**src/rtl/dram_arbiter.sv**
```systemverilog
// Purpose: arbitrates an instruction and a data requester onto one DRAM port, one transaction in flight.
// Latency: capture at valid edge N, grant at N+1, dram_in valid in cycle N+2, response 1 cycle after dram_out.mem_ready.
// Backpressure: one capture slot per port; a valid seen while that port is pending is dropped.
// Build option: define DRAM_ARB_ROUND_ROBIN_EN for round-robin grant; default is fixed D-over-I priority.

package dram_arbiter_pkg;

   typedef struct packed {
      logic        mem_valid;
      logic [31:0] mem_addr;
      logic [31:0] mem_wdata;
      logic [3:0]  mem_wstrb;
   } mem_in_type;

   typedef struct packed {
      logic [31:0] mem_rdata;
      logic        mem_ready;
   } mem_out_type;

endpackage

module dram_arbiter
   import dram_arbiter_pkg::*;
(
   input  logic        clk_i,
   input  logic        rst_i,
   input  mem_in_type  imem_in,
   output mem_out_type imem_out,
   input  mem_in_type  dmem_in,
   output mem_out_type dmem_out,
   output mem_in_type  dram_in,
   input  mem_out_type dram_out
);

   typedef enum logic [1:0] {
      IDLE  = 2'd0,
      ISSUE = 2'd1,
      WAIT  = 2'd2
   } state_t;

   state_t      state;
   state_t      state_nxt;

   // grant_d=1 means the data port owns the current (or most recent) transaction
   logic        grant_d;
   logic        grant_d_nxt;

   logic        i_pend;
   logic [31:0] i_addr;
   logic [31:0] i_wdata;
   logic [3:0]  i_wstrb;

   logic        d_pend;
   logic [31:0] d_addr;
   logic [31:0] d_wdata;
   logic [3:0]  d_wstrb;

   logic        done;
   logic        i_done;
   logic        d_done;

   // DRAM completion only counts while a transaction is actually outstanding
   assign done   = (state == WAIT) && dram_out.mem_ready;
   assign i_done = done && !grant_d;
   assign d_done = done &&  grant_d;

   // State and grant registers
   always_ff @(posedge clk_i or negedge rst_i) begin
      if (!rst_i) begin
         state   <= IDLE;
         grant_d <= 1'b1;
      end else begin
         state   <= state_nxt;
         grant_d <= grant_d_nxt;
      end
   end

   // Next-state and grant selection; the grant only moves when leaving IDLE
   always_comb begin
      state_nxt   = state;
      grant_d_nxt = grant_d;
      case (state)
         IDLE: begin
            if (i_pend || d_pend) begin
               state_nxt = ISSUE;
               if (i_pend && d_pend) begin
`ifdef DRAM_ARB_ROUND_ROBIN_EN
                  grant_d_nxt = !grant_d;
`else
                  grant_d_nxt = 1'b1;
`endif
               end else begin
                  grant_d_nxt = d_pend;
               end
            end
         end
         ISSUE: begin
            state_nxt = WAIT;
         end
         WAIT: begin
            if (dram_out.mem_ready) begin
               state_nxt = IDLE;
            end
         end
         default: begin
            state_nxt = IDLE;
         end
      endcase
   end

   // Instruction capture slot: completion clears pending; a valid only loads an empty slot
   always_ff @(posedge clk_i or negedge rst_i) begin
      if (!rst_i) begin
         i_pend  <= 1'b0;
         i_addr  <= '0;
         i_wdata <= '0;
         i_wstrb <= '0;
      end else begin
         if (i_done) begin
            i_pend <= 1'b0;
         end
         if (imem_in.mem_valid && !i_pend) begin
            i_pend  <= 1'b1;
            i_addr  <= imem_in.mem_addr;
            i_wdata <= imem_in.mem_wdata;
            i_wstrb <= imem_in.mem_wstrb;
         end
      end
   end

   // Data capture slot, same behaviour as the instruction slot
   always_ff @(posedge clk_i or negedge rst_i) begin
      if (!rst_i) begin
         d_pend  <= 1'b0;
         d_addr  <= '0;
         d_wdata <= '0;
         d_wstrb <= '0;
      end else begin
         if (d_done) begin
            d_pend <= 1'b0;
         end
         if (dmem_in.mem_valid && !d_pend) begin
            d_pend  <= 1'b1;
            d_addr  <= dmem_in.mem_addr;
            d_wdata <= dmem_in.mem_wdata;
            d_wstrb <= dmem_in.mem_wstrb;
         end
      end
   end

   // DRAM request register: one-cycle valid pulse out of ISSUE, payload holds afterwards
   always_ff @(posedge clk_i or negedge rst_i) begin
      if (!rst_i) begin
         dram_in <= '0;
      end else if (state == ISSUE) begin
         dram_in.mem_valid <= 1'b1;
         dram_in.mem_addr  <= grant_d ? d_addr  : i_addr;
         dram_in.mem_wdata <= grant_d ? d_wdata : i_wdata;
         dram_in.mem_wstrb <= grant_d ? d_wstrb : i_wstrb;
      end else begin
         dram_in.mem_valid <= 1'b0;
      end
   end

   // Response routing: only the granted port sees a one-cycle ready with data, the other stays zero
   always_ff @(posedge clk_i or negedge rst_i) begin
      if (!rst_i) begin
         imem_out <= '0;
         dmem_out <= '0;
      end else begin
         imem_out.mem_ready <= i_done;
         imem_out.mem_rdata <= i_done ? dram_out.mem_rdata : 32'h0;
         dmem_out.mem_ready <= d_done;
         dmem_out.mem_rdata <= d_done ? dram_out.mem_rdata : 32'h0;
      end
   end

endmodule
```
**config.mk**
```make
export PLATFORM = sky130hd
export DESIGN_NAME = dram_arbiter
export DESIGN_NICKNAME = d
export VERILOG_FILES = /design/src/rtl/dram_arbiter.sv
export SDC_FILE = /design/constraint.sdc
export NUM_CORES = 1
export LEC_CHECK = 0
export CAP_MARGIN = 40
export CORE_MARGIN = 2
export CORE_UTILIZATION = 48
export DETAILED_ROUTE_END_ITERATION = 7
export PLACE_DENSITY = 0.8
export SLEW_MARGIN = 10
export SYNTH_ARGS = -nofsm -noshare
export SYNTH_HDL_FRONTEND = slang
export SYNTH_SLANG_ARGS = --single-unit
```
**constraint.sdc**
```tcl
create_clock -name clk_i -period 2 [get_ports clk_i]
set_input_delay 0.4 -clock clk_i [delete_from_list [all_inputs] [get_ports clk_i]]
set_output_delay 0.4 -clock clk_i [all_outputs]
set_load 0.005 [all_outputs]
```
Yosys cells after proc, flatten, opt, wreduce, memory -nomap -nowiden --
Index checks and enable logic that the tools add are counted.
Cells by class: equality and inequality tests 4, reduce and logical (&&, ||, !) cells 15, muxes and demuxes 14
Operators with widths (number):
- $mux W32 | 4
- $logic_and A1 B1 Y1 | 6
- $mux W1 | 6
- $pmux W2 S3 | 1
- $mux W2 | 2
- $mux W4 | 1
- $ne A2 B2 Y1 const B | 2
- $reduce_and A2 Y1 | 2
- $reduce_bool A2 Y1 | 2
- $logic_not A1 Y1 | 3
- $eq A2 B1 Y1 const B | 1
- $eq A2 B2 Y1 const B | 1
- $logic_not A2 Y1 | 1
- $logic_or A1 B1 Y1 | 1
Word-level totals: output and inout port bits 135, flip-flop bits (word level) 276, input port bits 173

Longest topological paths before layout --
depth after elaboration 5, depth in mapped cells 5, gate-level depth less buffers 2

Worst setup path after synthesis --
No wires, ideal clock.
path kind reg-to-reg, start reg grant_d, end reg dram_in[0] (netlist name), library setup time 125 ps, arrival time 1340 ps, stages on the path, launching flop included 5, slack 535 ps, buffers on the path 2, clock period less this slack 1465 ps, path through dfstp_2 -> buf_6 -> buf_6 -> mux2_2 -> mux2_2
Between the ends: longest elaborated chain between the ends 1
Ends and longest elaborated chain:
- start: declaration | line 45 | logic grant_d;
- start signal: assignment | line 74 | grant_d <= grant_d_nxt;
- $mux W4 | line 159 | dram_in.mem_wstrb <= grant_d ? d_wstrb : i_wstrb;
- end: declaration | line 31 | output mem_in_type dram_in,
No other way between the ends. A chain may end at the register's enable or synchronous reset.

Worst setup path after layout --
start reg dram_in[22] (netlist name), end out dram_in[22] (netlist name)
No word-level cell between the ends.

==> impl_metrics.env <==
export IMPL_status="finished clean"
export IMPL_crit_arrival_ns=1.45
export IMPL_cap_violations=0
export IMPL_cts_sinks=276
export IMPL_drt_iter0_markers=219
export IMPL_post_route_cell_area_um2=15500
export IMPL_final_fill_count=1521
export IMPL_grt_ovfl_total=0
export IMPL_ys_seq_area_share_pct=63.0
export IMPL_drtPass1Iterations=4
export IMPL_yosys_register_bits=276
export IMPL_final_cells=1303
export IMPL_row_count=55
export IMPL_htree_num_levels=1
export IMPL_finalPower_mw=22.5
export IMPL_r2r_slack_ns=0.28
export IMPL_layout_nets=1170
export IMPL_relSlewSlack_pct=68.1
export IMPL_timing_final_crit_share_pct=92.7
export IMPL_leakage_nw=6.76
export IMPL_final_common_cell="clkdlybuf4s50_1"
export IMPL_antenna_found_initial=0
export IMPL_layout_common_cells="306 x clkdlybuf4s50_1, 275 x dfrtp_1, 232 x mux2_2"
export IMPL_die_width_um=155
export IMPL_layout_min_cycle_time_ns=1.85
export IMPL_ys_warn_count=0
export IMPL_grt_pass1_vias=7373
export IMPL_hp_class="in -> async"
export IMPL_syn2layout_area_growth_pct=41.3
export IMPL_utilization_pct=68.8
export IMPL_post_place_cells=1250
export IMPL_cp_slowest_cell="clkdlybuf4s50_1"
export IMPL_core_um2=22500
export IMPL_gp_congestion=0.764
export IMPL_antenna_cells=0
export IMPL_critical_path_buf_inv_count=1
export IMPL_post_dp_cell_area_um2=14500
export IMPL_cts_root_buf="clkbuf_16"
export IMPL_vias=6570
export IMPL_clk_latency_ns=0.53
export IMPL_detail_route_antenna_nets=0
export IMPL_grt_max_degree=61
export IMPL_dieArea_um2=24100
export IMPL_timing_hold_ws_ns=0.395
export IMPL_grt_pass1_wl_mm=40.6
export IMPL_netlist_area_um2=11000
export IMPL_final_setup_viol_count=0
export IMPL_cp_required_ns=1.60
export IMPL_ctsResizeCount=0
export IMPL_critPathLaunch="dram_in[22]"
export IMPL_max_freq_mhz=539
export IMPL_crit_fanout=2
export IMPL_detail_route_wl_per_cell_um=19.8
export IMPL_r2r_start="grant_d"
export IMPL_clockBufferDepth=3
export IMPL_syn_inst=667
export IMPL_die_y_um=155
export IMPL_grt_usage_pct=21.6
export IMPL_tightest_slew_ns=0.479
export IMPL_port_buffers=307
export IMPL_syn_avg_cell_area_um2=16.4
export IMPL_skew_ns=0.00822
export IMPL_start_util_pct=48.7
export IMPL_cts_made_buffers=29
export IMPL_worst_setup_path_end_kind="output pin"
export IMPL_dp_hpwl_mm=17.8
export IMPL_slowest_delay_ns=0.58
export IMPL_path_class="reg -> out"
export IMPL_cp_start_kind="register"
export IMPL_drive_above_1_share_pct=34.8
export IMPL_via_per_inst=5.04
export IMPL_ir_worst_vdd_v=0.000831
export IMPL_pin_count=308
export IMPL_synth_fp_nets=840
export IMPL_drt_wl_total_mm=25.7
export IMPL_cts_tree="done"
export IMPL_hold_viol_final=0
export IMPL_synthDistinctLibCells=21
export IMPL_slew_violations=0
export IMPL_critPathTopFamily="buffers and inverters"
export IMPL_place_ws_ns=0.0732
export IMPL_rsz0062_at_grt="no"
export IMPL_path_clk_slew_ns=0.06
export IMPL_p_per_area_nw_per_um2=1450
export IMPL_drc=0
export IMPL_setup_tns_ns=0
export IMPL_setup_slack_ns=0.146
export IMPL_crit_chain="clkdlybuf4s50_1"
==> cells in the mapped netlist <==
library cell	count	area share [%]
nor2_1	5	0.17
dfrtp_1	275	63
nand4b_1	1	0.080
clkbuf_1	2	0.069
mux2_2	232	24
o2bb2ai_1	1	0.080
nor3b_1	2	0.14
and4b_1	1	0.091
nor2b_1	3	0.17
buf_2	10	0.46
clkbuf_2	3	0.14
dfstp_2	1	0.24
mux2_4	40	5.5
and2_1	62	3.5
or2_2	1	0.057
buf_4	1	0.069
o21a_1	1	0.069
inv_1	1	0.034
buf_6	22	2.3
a21oi_1	2	0.091
and4bb_2	1	0.11
==> cells by family (layout without fill, tap and decap cells) <==
| kind of cell | Yosys count | in the layout | share of synthesized area [%] |
|---|---|---|---|
| buffers and inverters | 39 | 390 | 3.03 |
| flip-flops | 276 | 276 | 63.0 |
| AO/OA/AOI/OAI | 4 | 4 | 0.240 |
| AND/OR/NAND/NOR | 76 | 76 | 4.36 |
| multiplexers | 272 | 272 | 29.3 |
==> flip-flops by register name, summed over array words and instances, names as in the netlist, 2 cells and up <==
signal,flops
d_addr,32
d_wdata,32
d_wstrb,4
dmem_out,33
dram_in,69
i_addr,32
i_wdata,32
i_wstrb,4
imem_out,33
state,2
==> area by class of cell <==
type	instances	area, um2	area share (%)
inverters	1	3.75	0.0242
repair buffers	337	3510	22.6
clock buffers	37	776	5.01
clock inverters	15	191	1.24
flip-flops and latches	276	6910	44.6
multi-input cells	352	3740	24.2
well taps	285	357	2.30
==> final timing paths <==
| path | end | cells after the start |
|---|---|---|
| min in group clk_i | dmem_out[27] | 2 |
| min reg2reg | d_wstrb[1] | 1 |
| max reg2reg | dram_in[1] | 3 |
| max | dram_in[22] | 1 |
| min | i_wdata[30] | 2 |
| max in group asynchronous | grant_d | 3 |
==> metal layers <==
metal | wire length (um) | global-route usage [%] | vias up | part of all wire (%)
met3 | 1920 | 6.10 | 52 | 7.5
li1 | - | - | 2966 | -
met5 | 0 | 0 | - | 0
met4 | 756 | 6.44 | 0 | 2.9
met1 | 10100 | 26.4 | 3334 | 39
met2 | 12900 | 37.5 | 218 | 50
==> report_power, final <==
group	total, mW	leakage (nW)	internal (mW)	switching (mW)
logic	7.96	2.83	5.42	2.54
registers	9.10	3.45	7.89	1.21
clock network	5.43	0.478	3.26	2.16
total	22.5	6.76	16.6	5.91
==> timing repair <==
action                                 4_1_cts  5_1_grt
endpoints found under the hold margin       49        0
setup buffers                                0        0
hold buffers                                 1        0
setup endpoints to repair                    0        0
Note: power is estimated with default switching activity, not from simulation.
